**src/rtl/magnetron_power_ctrl.sv**
```systemverilog
// -----------------------------------------------------------------------------
// magnetron_power_ctrl
//
// Purpose:
//   Cooking-cycle controller for a microwave magnetron. A four-state machine
//   (IDLE / COOK / PAUSED / DONE) is driven by the front-panel requests and the
//   door interlock. While cooking, the magnetron is time-proportioned: it is on
//   for lvl_q out of every PERIOD cycles. The countdown-timer enable and a
//   completion pulse are also produced here.
//
// Ports:
//   clk          in   1        system clock, rising edge
//   rst          in   1        synchronous active-high reset
//   startn       in   1        start/resume request, active low
//   stopn        in   1        pause request, active low
//   clearn       in   1        cancel/clear request, active low
//   door_closed  in   1        door interlock, 1 = closed
//   timer_done   in   1        cook timer expired (level)
//   power_level  in   LEVEL_W  requested on-cycles per window (clamped to PERIOD)
//   mag_on       out  1        magnetron drive (gated by door_closed)
//   timer_en     out  1        high while in COOK
//   done_pulse   out  1        one-cycle pulse on entry to DONE
//   state        out  2        00 IDLE, 01 COOK, 10 PAUSED, 11 DONE
// -----------------------------------------------------------------------------
module magnetron_power_ctrl #(
    parameter int PERIOD  = 10,
    parameter int PHASE_W = 4,
    parameter int LEVEL_W = 4
) (
    input  logic               clk,
    input  logic               rst,
    input  logic               startn,
    input  logic               stopn,
    input  logic               clearn,
    input  logic               door_closed,
    input  logic               timer_done,
    input  logic [LEVEL_W-1:0] power_level,
    output logic               mag_on,
    output logic               timer_en,
    output logic               done_pulse,
    output logic [1:0]         state
);

    // One extra bit so the latched level can hold the value PERIOD itself.
    localparam int LVL_W = PHASE_W + 1;

    typedef enum logic [1:0] {
        ST_IDLE   = 2'b00,
        ST_COOK   = 2'b01,
        ST_PAUSED = 2'b10,
        ST_DONE   = 2'b11
    } state_t;

    state_t             r_state;
    state_t             w_state_next;
    logic [PHASE_W-1:0] r_phase;
    logic [PHASE_W-1:0] w_phase_next;
    logic [LVL_W-1:0]   r_lvl;
    logic [LVL_W-1:0]   w_lvl_next;
    logic [LVL_W-1:0]   w_lvl_clamped;
    logic               r_mag;
    logic               w_mag_next;
    logic               r_done_pulse;
    logic               w_done_next;
    logic               w_cook_entry;

    // Requested levels above PERIOD mean full power.
    assign w_lvl_clamped = (int'(power_level) > PERIOD) ? LVL_W'(PERIOD)
                                                        : LVL_W'(power_level);

    // Next-state logic. Priority: clear > door open > timer_done > stop > start.
    always_comb begin
        w_state_next = r_state;
        case (r_state)
            ST_IDLE: begin
                if (clearn && door_closed && !timer_done && stopn && !startn)
                    w_state_next = ST_COOK;
            end
            ST_COOK: begin
                if (!clearn)
                    w_state_next = ST_IDLE;
                else if (!door_closed)
                    w_state_next = ST_PAUSED;
                else if (timer_done)
                    w_state_next = ST_DONE;
                else if (!stopn)
                    w_state_next = ST_PAUSED;
            end
            ST_PAUSED: begin
                // timer_done is deliberately ignored: the timer is frozen here.
                if (!clearn)
                    w_state_next = ST_IDLE;
                else if (door_closed && stopn && !startn)
                    w_state_next = ST_COOK;
            end
            ST_DONE: begin
                if (!clearn || !door_closed)
                    w_state_next = ST_IDLE;
            end
            default: w_state_next = ST_IDLE;
        endcase
    end

    // Phase and level datapath, plus registered output terms.
    always_comb begin
        w_cook_entry = (w_state_next == ST_COOK) && (r_state != ST_COOK);
        w_lvl_next   = r_lvl;
        w_phase_next = r_phase;
        if (w_cook_entry) begin
            // Every (re)entry restarts the window and samples a fresh level.
            w_phase_next = '0;
            w_lvl_next   = w_lvl_clamped;
        end else if (r_state == ST_COOK) begin
            w_phase_next = (r_phase == PHASE_W'(PERIOD - 1)) ? '0
                                                              : r_phase + PHASE_W'(1);
        end
        w_mag_next  = (w_state_next == ST_COOK) && ({1'b0, w_phase_next} < w_lvl_next);
        w_done_next = (w_state_next == ST_DONE) && (r_state != ST_DONE);
    end

    always_ff @(posedge clk) begin
        if (rst) begin
            r_state      <= ST_IDLE;
            r_phase      <= '0;
            r_lvl        <= '0;
            r_mag        <= 1'b0;
            r_done_pulse <= 1'b0;
        end else begin
            r_state      <= w_state_next;
            r_phase      <= w_phase_next;
            r_lvl        <= w_lvl_next;
            r_mag        <= w_mag_next;
            r_done_pulse <= w_done_next;
        end
    end

    // The door gate is combinational so an opening door cuts the drive
    // in the same cycle, independent of the registered state.
    assign mag_on     = r_mag & door_closed;
    assign timer_en   = (r_state == ST_COOK);
    assign done_pulse = r_done_pulse;
    assign state      = r_state;

endmodule

```
**config.mk**
```make
export PLATFORM = sky130hd
export DESIGN_NAME = magnetron_power_ctrl
export DESIGN_NICKNAME = d
export VERILOG_FILES = /design/src/rtl/magnetron_power_ctrl.sv
export SDC_FILE = /design/constraint.sdc
export NUM_CORES = 1
export LEC_CHECK = 0
export CORE_MARGIN = 2
export CORE_UTILIZATION = 51
export DETAILED_ROUTE_END_ITERATION = 8
export GPL_ROUTABILITY_DRIVEN = 0
export PLACE_DENSITY = 0.88
export SETUP_SLACK_MARGIN = 0.4
export SLEW_MARGIN = 20
export SYNTH_ARGS = -nofsm -noshare
export SYNTH_HDL_FRONTEND = slang
export SYNTH_SLANG_ARGS = --single-unit
```
**constraint.sdc**
```tcl
create_clock -name clk -period 6.1 [get_ports clk]
set_input_delay 0.915 -clock clk [delete_from_list [all_inputs] [get_ports clk]]
set_output_delay 0.915 -clock clk [all_outputs]
set_load 0.05 [all_outputs]
```
**Word level (Yosys, flattened, before mapping)**

Index checks and enable logic that the tools add are counted.

- Add/subtract/negate cells: 1
- $lt $le $gt $ge: 2
- Equal/unequal tests: 8
- Muxes and demuxes: 14
- Bitwise gates (word level): 1
- Reduce and logical (&&, ||, !) cells: 15

Operators by type and width:

| cell | count |
|---|---|
| $mux 2 | 8 |
| $mux 4 | 4 |
| $logic_and 1x1->1 | 9 |
| $pmux 2 s4 | 1 |
| $eq 2x2->1 const B | 3 |
| $lt 4x5->1 | 1 |
| $mux 5 | 1 |
| $add 4x1->4 const B | 1 |
| $eq 2x1->1 const B | 2 |
| $eq 4x4->1 const B | 1 |
| $gt 4x4->1 const B | 1 |
| $logic_not 1->1 | 4 |
| $logic_not 2->1 | 1 |
| $ne 2x1->1 const B | 1 |
| $ne 2x2->1 const B | 1 |
| $and 1x1->1 | 1 |
| $logic_or 1x1->1 | 1 |

- Register bits after elaboration: 13
- Logic and storage cells: 46

**Longest topological paths before layout**

Gate-level depths: netlist of the first run.

- Depth after elaboration: 11
- Depth in mapped cells: 13

**Worst setup path after synthesis of the first run**

Ideal clock, no wire load.

- Path type: input to register
- Start point: input timer_done
- End point: register r_mag
- Library setup time: 59 ps
- Arrival: 2970 ps
- Setup slack: 3070 ps
- Stages: 11
- Path buffers: 1
- Cells stage by stage: nand4bb_1 > or4_1 > a32o_1 > buf_6 > mux2i_1 > ha_1 > a21o_1 > a21oi_1 > a31oi_1 > nor3b_1 > o311a_1

- Longest elaborated chain between the ends: 11

RTL lines:

| item | RTL line | text |
|---|---|---|
| from (decl) | 36 | `input logic timer_done,` |
| $logic_not 1->1 | 76 | `if (clearn && door_closed && !timer_done && stopn && !startn)` |
| $logic_and 1x1->1 (3 in a row) | 76 |  |
| $mux 2 | 76 |  |
| $pmux 2 s4 * | 74 | `case (r_state)` |
| $eq 2x1->1 * | 106, 117 |  |
| $logic_and 1x1->1 | 106 | `w_cook_entry = (w_state_next == ST_COOK) && (r_state != ST_COOK);` |
| $mux 4 or $mux 5 (tied branches) | 109 | `if (w_cook_entry) begin` |
| $lt 4x5->1 | 117 | `w_mag_next = (w_state_next == ST_COOK) && ({1'b0, w_phase_next} < w_lvl_next);` |
| $logic_and 1x1->1 * | 117 |  |
| to (signal assigned) | 132 | `r_mag <= w_mag_next;` |
| to (decl) | 61 | `logic r_mag;` |

Mark *: on every way between the ends. The rest lies on a longest branch, timed or not.
A chain may end at the register's enable or synchronous reset.

**Worst setup path in the final report of the first run**

- Start point: input door_closed
- End point: register r_mag

- Longest elaborated chain between the ends: 11

RTL lines:

| item | RTL line | text |
|---|---|---|
| from (decl) | 35 | `input logic door_closed,` |
| $logic_and 1x1->1 (4 in a row) | 76 |  |
| $mux 2 | 76 |  |
| $pmux 2 s4 * | 74 |  |
| $eq 2x1->1 * | 106, 117 |  |
| $logic_and 1x1->1 | 106 |  |
| $mux 4 or $mux 5 (tied branches) | 109 |  |
| $lt 4x5->1 | 117 |  |
| $logic_and 1x1->1 * | 117 |  |

Marks and branches as above.

==> reports/results.txt, run 1 <==
outcome: finished clean
Worst setup EP type: flip-flop
MaxCap Viol Count: 0
final setup vio count: 0
WP data arrival: 3.74 ns
chip height: 40.9 microns
crit path launch type: input pin
RR Endpoint: r_mag
largest net degree at the start of global routing: 9
worst setup path category: input pin to flip-flop
Die Span X: 40.9 microns
Initial Util: 53.9%
ys flop type: dfxtp_1
Max-Slew Margin vs Limit: 66.5%
Clk network pwr share: 34.1%
Flop pwr share: 55.2%
Yosys reg bits: 13
Final Hold Viols: 0
Worst Hold Class: flip-flop to flip-flop
LEAKAGE: 0.393 nW
worst setup path end: r_mag
clock latency on the worst-skew pair: 0.27 ns
min-delay src: r_lvl[4]
Clock Tree Buf Depth: 2
peak supply drop: 0.000137 V
ANT nets after route: 0
nets: 112
DR vias/cell: 5.47
Mean Syn Cell Area: 8.66 sq um
R2R depth: 10
Std-Cell Rows: 13
Worst R2R Setup Slack: 3.32 ns
setup TNS: 0 ns
YS warnings: 0
dpl ws: 2.31 ns
P per Cell Area: 178 nW/um^2
worst-path fanout max: 8
CTS resizes: 0
Switching Fraction: 23.5%
FF-to-FF Start: state[0]
vias in the first global route: 519
Final Max Tran Viols: 0
drc violations: 0
Syn Nets: 94
io pins: 16
setup ws final: 2.57 ns
Seq/Total Area, Yosys: 37.5%
H-tree depth: 1
clock root buffer: clkbuf_4
Net Sw Power: 0.0365 mW
RSZ-0062 raised after global routing: no
Post-synth EDFFs: 0
die area: 1670 sq um
f_max: 0.284 GHz
CTS Sinks: 13
core footprint: 1280 sq um
worst slew pin tran: 0.501 ns
layout cells sized above 1: 4.12%
fin crit share: 57.8%
synth-to-layout area growth: 26.0%
# hold bufs at CTS: 0
min Tclk post-route: 3.53 ns
Post-CTS Repair Setup Buffers: 0
CTS tree: built
first-pass GRT wire length: 1.98 mm
area of the mapped netlist: 693 sq um
final WL: 1.34 mm
average wire per standard cell: 11.9 microns
# port buffers: 15
Gate power share: 10.7%
initial DRC count: 8
CTS buffer count: 3
Worst Clk Skew: 0.00126 ns
gr ovfl total: 0
via count: 613
GRT Resource Usage Total: 17.8%
post-synth cell types: 33
Antenna Cells: 0
Required @ worst endpoint: 6.32 ns
HPWL after DPL: 1.08 mm
P_int: 0.119 mW
Syn Inst Count: 80
initial antenna violation count: 0
CP Launch Point: door_closed
Worst-path clk slew: 0.08 ns
DRT Pass-1 Iters: 4
Async SR Flop Fraction: 0%
## worst min path at each step
stage | endpoint | slack (ns) | depth (start not counted)
4_1_cts | r_lvl[4] | 0.46 | 2
2_1_floorplan | r_lvl[4] | 0.42 | 2
3_3_place_gp | r_lvl[4] | 0.44 | 2
5_1_grt | r_lvl[4] | 0.49 | 2
3_5_place_dp | r_lvl[4] | 0.44 | 2
6_report | r_lvl[4] | 0.47 | 2
## cells by family (layout without fill, tap and decap cells)
family	count (synthesis)	count (layout)	synth area share, %
flops	13	13	37.5
mux	4	4	5.78
xor+xnor	2	2	2.53
buf+inv	7	24	5.05
fa+ha+maj	3	3	5.42
simple gates	33	33	24.9
compound gates	18	18	18.8
## cell usage after synthesis (3+ instances only)
cell type | number | area (sq um)
ha_1 | 3 | 37.5
o21ai_0 | 3 | 15.0
a21oi_1 | 3 | 15.0
nor2_1 | 13 | 48.8
a21o_1 | 3 | 22.5
nor2b_1 | 4 | 25.0
nand2_1 | 3 | 11.3
inv_1 | 5 | 18.8
mux2i_1 | 4 | 40.0
dfxtp_1 | 13 | 260
## layer usage
layer  vias up  global-route usage [%]  wire, microns
met3         0                    4.35             84
li1        320                       -              -
met5         -                       0              0
met1       271                    22.7            655
met4         0                    8.33              0
met2        22                    27.7            595
## metrics by stage
step | hold WS, ns | power, mW | instance area [sq um] | util (%) | instances
2_1_floorplan | 0.421 | 0.0946 | 693 | - | 80
3_3_place_gp | 0.442 | 0.104 | 846 | 65.8 | 108
3_5_place_dp | 0.442 | 0.104 | 846 | 65.8 | 108
4_1_cts | 0.461 | 0.156 | 873 | 68.0 | 112
5_1_grt | 0.490 | 0.161 | 873 | 68.0 | 112
6_report | 0.466 | 0.155 | 873 | 68.0 | 112
## area by class of cell
class,count,area [sq um]
Fill cell,112,412
Multi-Input combinational cell,60,398
Sequential cell,13,260
Timing Repair Buffer,15,150
Clock buffer,3,22.5
Inverter,5,18.8
Tap cell,15,18.8
Clock inverter,1,5.00
## sequential cells by signal (all words and copies together), names as in the netlist
register	cells
done_pulse	1
r_mag	1
state	2
r_lvl	5
r_phase	4
## critical path, cell delays in order
cell,delay (ns)
clkdlybuf4s50_1,0.58
nand4bb_1,0.16
or4_1,0.45
a32o_1,0.37
mux2i_1,0.25
ha_1,0.28
a21o_1,0.16
a21oi_1,0.15
a31oi_1,0.06
nor3b_1,0.19
o311a_1,0.19
## placed cells by master (no fill, tap or decap), types with 3 or more instances in the layout
| master | synthesis | routed |
|---|---|---|
| a21o_1 | 3 | 3 |
| mux2i_1 | 4 | 4 |
| ha_1 | 3 | 3 |
| nor2_1 | 13 | 13 |
| clkdlybuf4s50_1 | 0 | 15 |
| nand2_1 | 3 | 3 |
| a21oi_1 | 3 | 3 |
| o21ai_0 | 3 | 3 |
| clkbuf_4 | 0 | 3 |
| nor2b_1 | 4 | 4 |
| dfxtp_1 | 13 | 13 |
| inv_1 | 5 | 5 |
## power by group through the flow
| stage | Combinational (mW) | Sequential, mW | Clock, mW |
|---|---|---|---|
| floorplan | 0.00658 | 0.0880 | 0 |
| global placement | 0.0161 | 0.0877 | 0 |
| detailed placement | 0.0165 | 0.0877 | 0 |
| CTS | 0.0166 | 0.0857 | 0.0534 |
| global route | 0.0181 | 0.0858 | 0.0571 |
| finish | 0.0166 | 0.0857 | 0.0530 |
No activity file was read; power rests on OpenSTA's default activity.
==> run 2, diff against run 1 <==
--- a/config.mk
+++ b/config.mk
@@ -6,10 +6,10 @@
 export NUM_CORES = 1
 export LEC_CHECK = 0
 export CORE_MARGIN = 2
-export CORE_UTILIZATION = 51
+export CORE_UTILIZATION = 47
 export DETAILED_ROUTE_END_ITERATION = 8
 export GPL_ROUTABILITY_DRIVEN = 0
-export PLACE_DENSITY = 0.88
+export PLACE_DENSITY = 0.83
 export SETUP_SLACK_MARGIN = 0.4
 export SLEW_MARGIN = 20
 export SYNTH_ARGS = -nofsm -noshare
==> constraint.sdc (replaced) <==
create_clock -name clk -period 3.3 [get_ports clk]
set_input_delay 0.495 -clock clk [delete_from_list [all_inputs] [get_ports clk]]
set_output_delay 0.495 -clock clk [all_outputs]
set_load 0.05 [all_outputs]
==> run 2 against run 1 <==
Effect of this change: hold slack got worse by 0.0032 ns; critical path depth shrank 1; total power up 86%; global-route usage is 1.6 points higher; critical path type unchanged; critical endpoint unchanged.
==> reports/results.txt, run 2 (synthesis gave the netlist of run 1 again) <==
outcome: finished clean
dpl ws: 0.0203 ns
Std-Cell Rows: 13
LEAKAGE: 0.431 nW
Required @ worst endpoint: 3.53 ns
WL met3: 73 microns
worst path cell trace: clkdlybuf4s50_1 -> or4_4 -> a32o_2 -> mux2i_2 -> ha_1 -> a21o_1 -> a21oi_2 -> a31oi_1 -> nor3b_1 -> o311a_1
average wire per standard cell: 13.2 microns
CP delay by family, top: compound AO/OA/AOI/OAI gates
die area: 1800 sq um
# port buffers: 15
Max-Slew Margin vs Limit: 66.9%
Antenna Cells: 0
Largest Register: r_lvl
worst-path fanout max: 5
MaxCap Viol Count: 0
initial DRC count: 4
CTS tree: built
HPWL after DPL: 1.11 mm
drc violations: 0
Hold WS: 0.463 ns
initial antenna violation count: 0
Initial Util: 52.0%
Clock Tree Buf Depth: 2
RSZ-0062 raised after global routing: no
slowest stage delay, CP: 0.53 ns
CTS buffer count: 3
Worst-path clk slew: 0.07 ns
crit path launch type: input pin
CTS Sinks: 13
synth-to-layout area growth: 34.1%
clock root buffer: clkbuf_4
peak supply drop: 0.000261 V
largest net degree at the start of global routing: 8
Worst Hold Class: flip-flop to flip-flop
chip height: 42.4 microns
core footprint: 1330 sq um
clock latency on the worst-skew pair: 0.28 ns
P per Cell Area: 310 nW/um^2
Worst Clk Skew: 0.00349 ns
most frequent cells in the layout: nor2_1, dfxtp_1, clkdlybuf4s50_1
H-tree depth: 1
f_max: 0.354 GHz
final setup vio count: 0
ANT nets after route: 0
io pins: 16
GRT Resource Usage Total: 19.4%
Die Span X: 42.4 microns
layout cells sized above 1: 15.7%
Buf/Inv on CP: 1
first-pass GRT wire length: 2.54 mm
gr ovfl total: 0
via count: 657
routed wl met2: 759 microns
Worst setup EP type: flip-flop
nets: 117
worst slew pin tran: 0.495 ns
worst setup path category: input pin to flip-flop
setup ws final: 0.476 ns
number of flip-flops in the largest register: 5
Worst path slowest cell: or4_4
final WL: 1.55 mm
commonest non-fill, non-tap cell in the layout: nor2_1
DRT Pass-1 Iters: 4
Final Power: 0.288 mW
DR vias/cell: 5.62
# hold bufs at CTS: 0
fin crit share: 85.6%
M1 wire length: 692 microns
vias in the first global route: 628
min Tclk post-route: 2.82 ns
Max Used Layer: met4
Final Hold Viols: 0
Final Max Tran Viols: 0
WP data arrival: 3.05 ns
-- run 2: final cells by class --
| cell class | instances | area (sq um) |
|---|---|---|
| Fill cell | 118 | 404 |
| Inverter | 5 | 18.8 |
| Timing Repair Buffer | 20 | 190 |
| Clock buffer | 4 | 26.3 |
| Multi-Input combinational cell | 60 | 414 |
| Sequential cell | 13 | 262 |
| Tap cell | 15 | 18.8 |
-- run 2: worst paths after layout --
path	slack, ns	endpoint	cells past startpoint	start
worst max-delay path	0.48	r_mag	10	startn
worst min-delay path	0.46	r_lvl[4]	2	r_lvl[4]
worst max register to register	0.54	r_mag	10	state[1]
worst min register to register	0.46	r_lvl[4]	2	r_lvl[4]
-- run 2: repair_timing --
item / in CTS / in global routing
resized for setup: 2 / 10
endpoints found under the setup margin: 1 / 1
pin swaps: 0 / 8
buffers inserted: 0 / 4
-- run 2: per-stage QoR --
step / setup TNS [ns] / util [%] / instances / instance area (sq um)
global route: 0 / 69.7 / 117 / 930
detailed placement: 0 / 64.1 / 109 / 855
floorplan: 0 / - / 80 / 694
finish: 0 / 69.7 / 117 / 930
global placement: -0.0309 / 64.1 / 109 / 855
CTS: 0 / 66.0 / 113 / 881
-- run 2: worst reg2reg max path, delay by kind of cell (launching register included) --
family	cells	cell delay, ns
AOI/OAI and AO/OA	5	0.88
adders and majority gates	1	0.32
muxes	1	0.17
DFF	1	0.36
and+or+nand+nor	3	0.97
-- run 2: metal layers --
metal	GRT usage (%)	vias to the layer above
met1	22.3	303
met4	11.9	0
met5	0	-
met2	28.9	18
met3	9.05	4
li1	-	332
-- run 2: where the power goes --
group          internal (mW)  switching, mW
Combinational         0.0178         0.0152
Sequential             0.158       0.000840
Clock                 0.0470         0.0496
==> run 3, diff against run 2 <==
--- a/config.mk
+++ b/config.mk
@@ -9,6 +9,7 @@
 export CORE_UTILIZATION = 47
 export DETAILED_ROUTE_END_ITERATION = 8
 export GPL_ROUTABILITY_DRIVEN = 0
+export MAX_ROUTING_LAYER = met4
 export PLACE_DENSITY = 0.83
 export SETUP_SLACK_MARGIN = 0.4
 export SLEW_MARGIN = 20
==> run 3 against run 2 <==
Effect of this change: clock power hardly changed; largest power group unchanged; clock skew hardly changed; sequential cell count stayed put; count of clock-buffer cells in the layout stayed put; register-to-register slack hardly changed.
==> reports/results.txt, run 3 (synthesis gave the netlist of run 1 again) <==
outcome: finished clean
Final Hold Viols: 0
peak supply drop: 0.000261 V
P per Cell Area: 310 nW/um^2
CTS buffer count: 3
first-pass GRT wire length: 2.54 mm
CTS Sinks: 13
met1 GRT Util: 22.3%
final setup vio count: 0
Clock Tree Buf Depth: 2
layout cells sized above 1: 15.7%
setup TNS: 0 ns
Largest Register: r_lvl
clock root buffer: clkbuf_4
Required @ worst endpoint: 3.53 ns
largest net degree at the start of global routing: 8
FF-to-FF Start: state[1]
crit path launch type: input pin
gr ovfl total: 0
Worst setup EP type: flip-flop
DRT Pass-1 Iters: 4
RSZ-0062 raised after global routing: no
core footprint: 1330 sq um
busiest grt layer: met2
H-tree depth: 1
FILL cells: 118
Max-Slew Margin vs Limit: 66.9%
Worst Hold Class: flip-flop to flip-flop
Worst-path clk slew: 0.07 ns
# port buffers: 15
fin cells: 117
average wire per standard cell: 13.2 microns
Initial Util: 52.0%
io pins: 16
WP data arrival: 3.05 ns
clock latency on the worst-skew pair: 0.28 ns
die area: 1800 sq um
commonest non-fill, non-tap cell in the layout: nor2_1
ANT nets after route: 0
chip height: 42.4 microns
initial antenna violation count: 0
final WL: 1.55 mm
worst hold path depth: 2
f_max: 0.354 GHz
met3 GRT Util: 9.05%
worst slew pin tran: 0.495 ns
DR vias/cell: 5.62
worst-path fanout max: 5
Die Span X: 42.4 microns
min Tclk post-route: 2.82 ns
Worst Clk Skew: 0.00321 ns
initial DRC count: 4
via count: 657
CTS tree: built
vias in the first global route: 631
min-delay src: r_lvl[4]
GRT Resource Usage Total: 19.9%
placed cells: 109
drc violations: 0
R2R depth: 10
Antenna Cells: 0
most frequent cells in the layout: nor2_1, dfxtp_1, clkdlybuf4s50_1
Std-Cell Rows: 13
fin crit share: 85.6%
number of flip-flops in the largest register: 5
CP Launch Point: startn
HPWL after DPL: 1.11 mm
worst setup path category: input pin to flip-flop
nets: 117
LEAKAGE: 0.431 nW
Final Max Tran Viols: 0
synth-to-layout area growth: 34.1%
met2 Use GR: 28.9%
MaxCap Viol Count: 0
## run 3: cell counts in the layout (fill, tap and decap cells not counted)
Identical to the previous run, type by type.
## run 3: final timing paths
| check | endpoint | slack, ns |
|---|---|---|
| min reg2reg | r_lvl[4] | 0.46 |
| min | r_lvl[4] | 0.46 |
| max | r_mag | 0.48 |
| max reg2reg | r_mag | 0.54 |
## run 3: per-layer routing
layer	routed length, microns	part of all wire, %
met4	24	1.5
met1	693	45
met3	73	4.7
met2	759	49
met5	0	0
## run 3: area by class of cell
| class | count | area [sq um] | share of cell area, % |
|---|---|---|---|
| Clock buffer | 4 | 26.3 | 2.83 |
| Inverter | 5 | 18.8 | 2.02 |
| Multi-Input combinational cell | 60 | 414 | 44.5 |
| Sequential cell | 13 | 262 | 28.1 |
| Tap cell | 15 | 18.8 | 2.02 |
| Timing Repair Buffer | 20 | 190 | 20.5 |
## run 3: worst max-delay path: stages
cell and delay [ns]:
clkdlybuf4s50_1 0.45, or4_4 0.53, a32o_2 0.33, mux2i_2 0.17, ha_1 0.32, a21o_1 0.20
a21oi_2 0.11, a31oi_1 0.06, nor3b_1 0.20, o311a_1 0.18
## run 3: power breakdown
| group | internal [mW] | switching [mW] | leakage (nW) |
|---|---|---|---|
| Combinational | 0.0178 | 0.0152 | 0.311 |
| Sequential | 0.158 | 0.000840 | 0.105 |
| Clock | 0.0470 | 0.0497 | 0.0150 |
## run 3: timing repair
action                     CTS  global route
setup buffers                0             4
hold buffers                 0             0
pin swaps                    0             8
setup endpoints to repair    1             1
resized for setup            2            10
## run 3: stage by stage
stage / area [sq um] / setup slack, ns / util, % / hold WS (ns) / power (mW)
2_1_floorplan: 694 / 0.585 / - / 0.421 / 0.175
3_3_place_gp: 855 / -0.0309 / 64.1 / 0.436 / 0.193
3_5_place_dp: 855 / 0.0203 / 64.1 / 0.445 / 0.193
4_1_cts: 881 / 0.408 / 66.0 / 0.457 / 0.291
5_1_grt: 930 / 0.314 / 69.7 / 0.504 / 0.304
6_report: 930 / 0.476 / 69.7 / 0.463 / 0.288
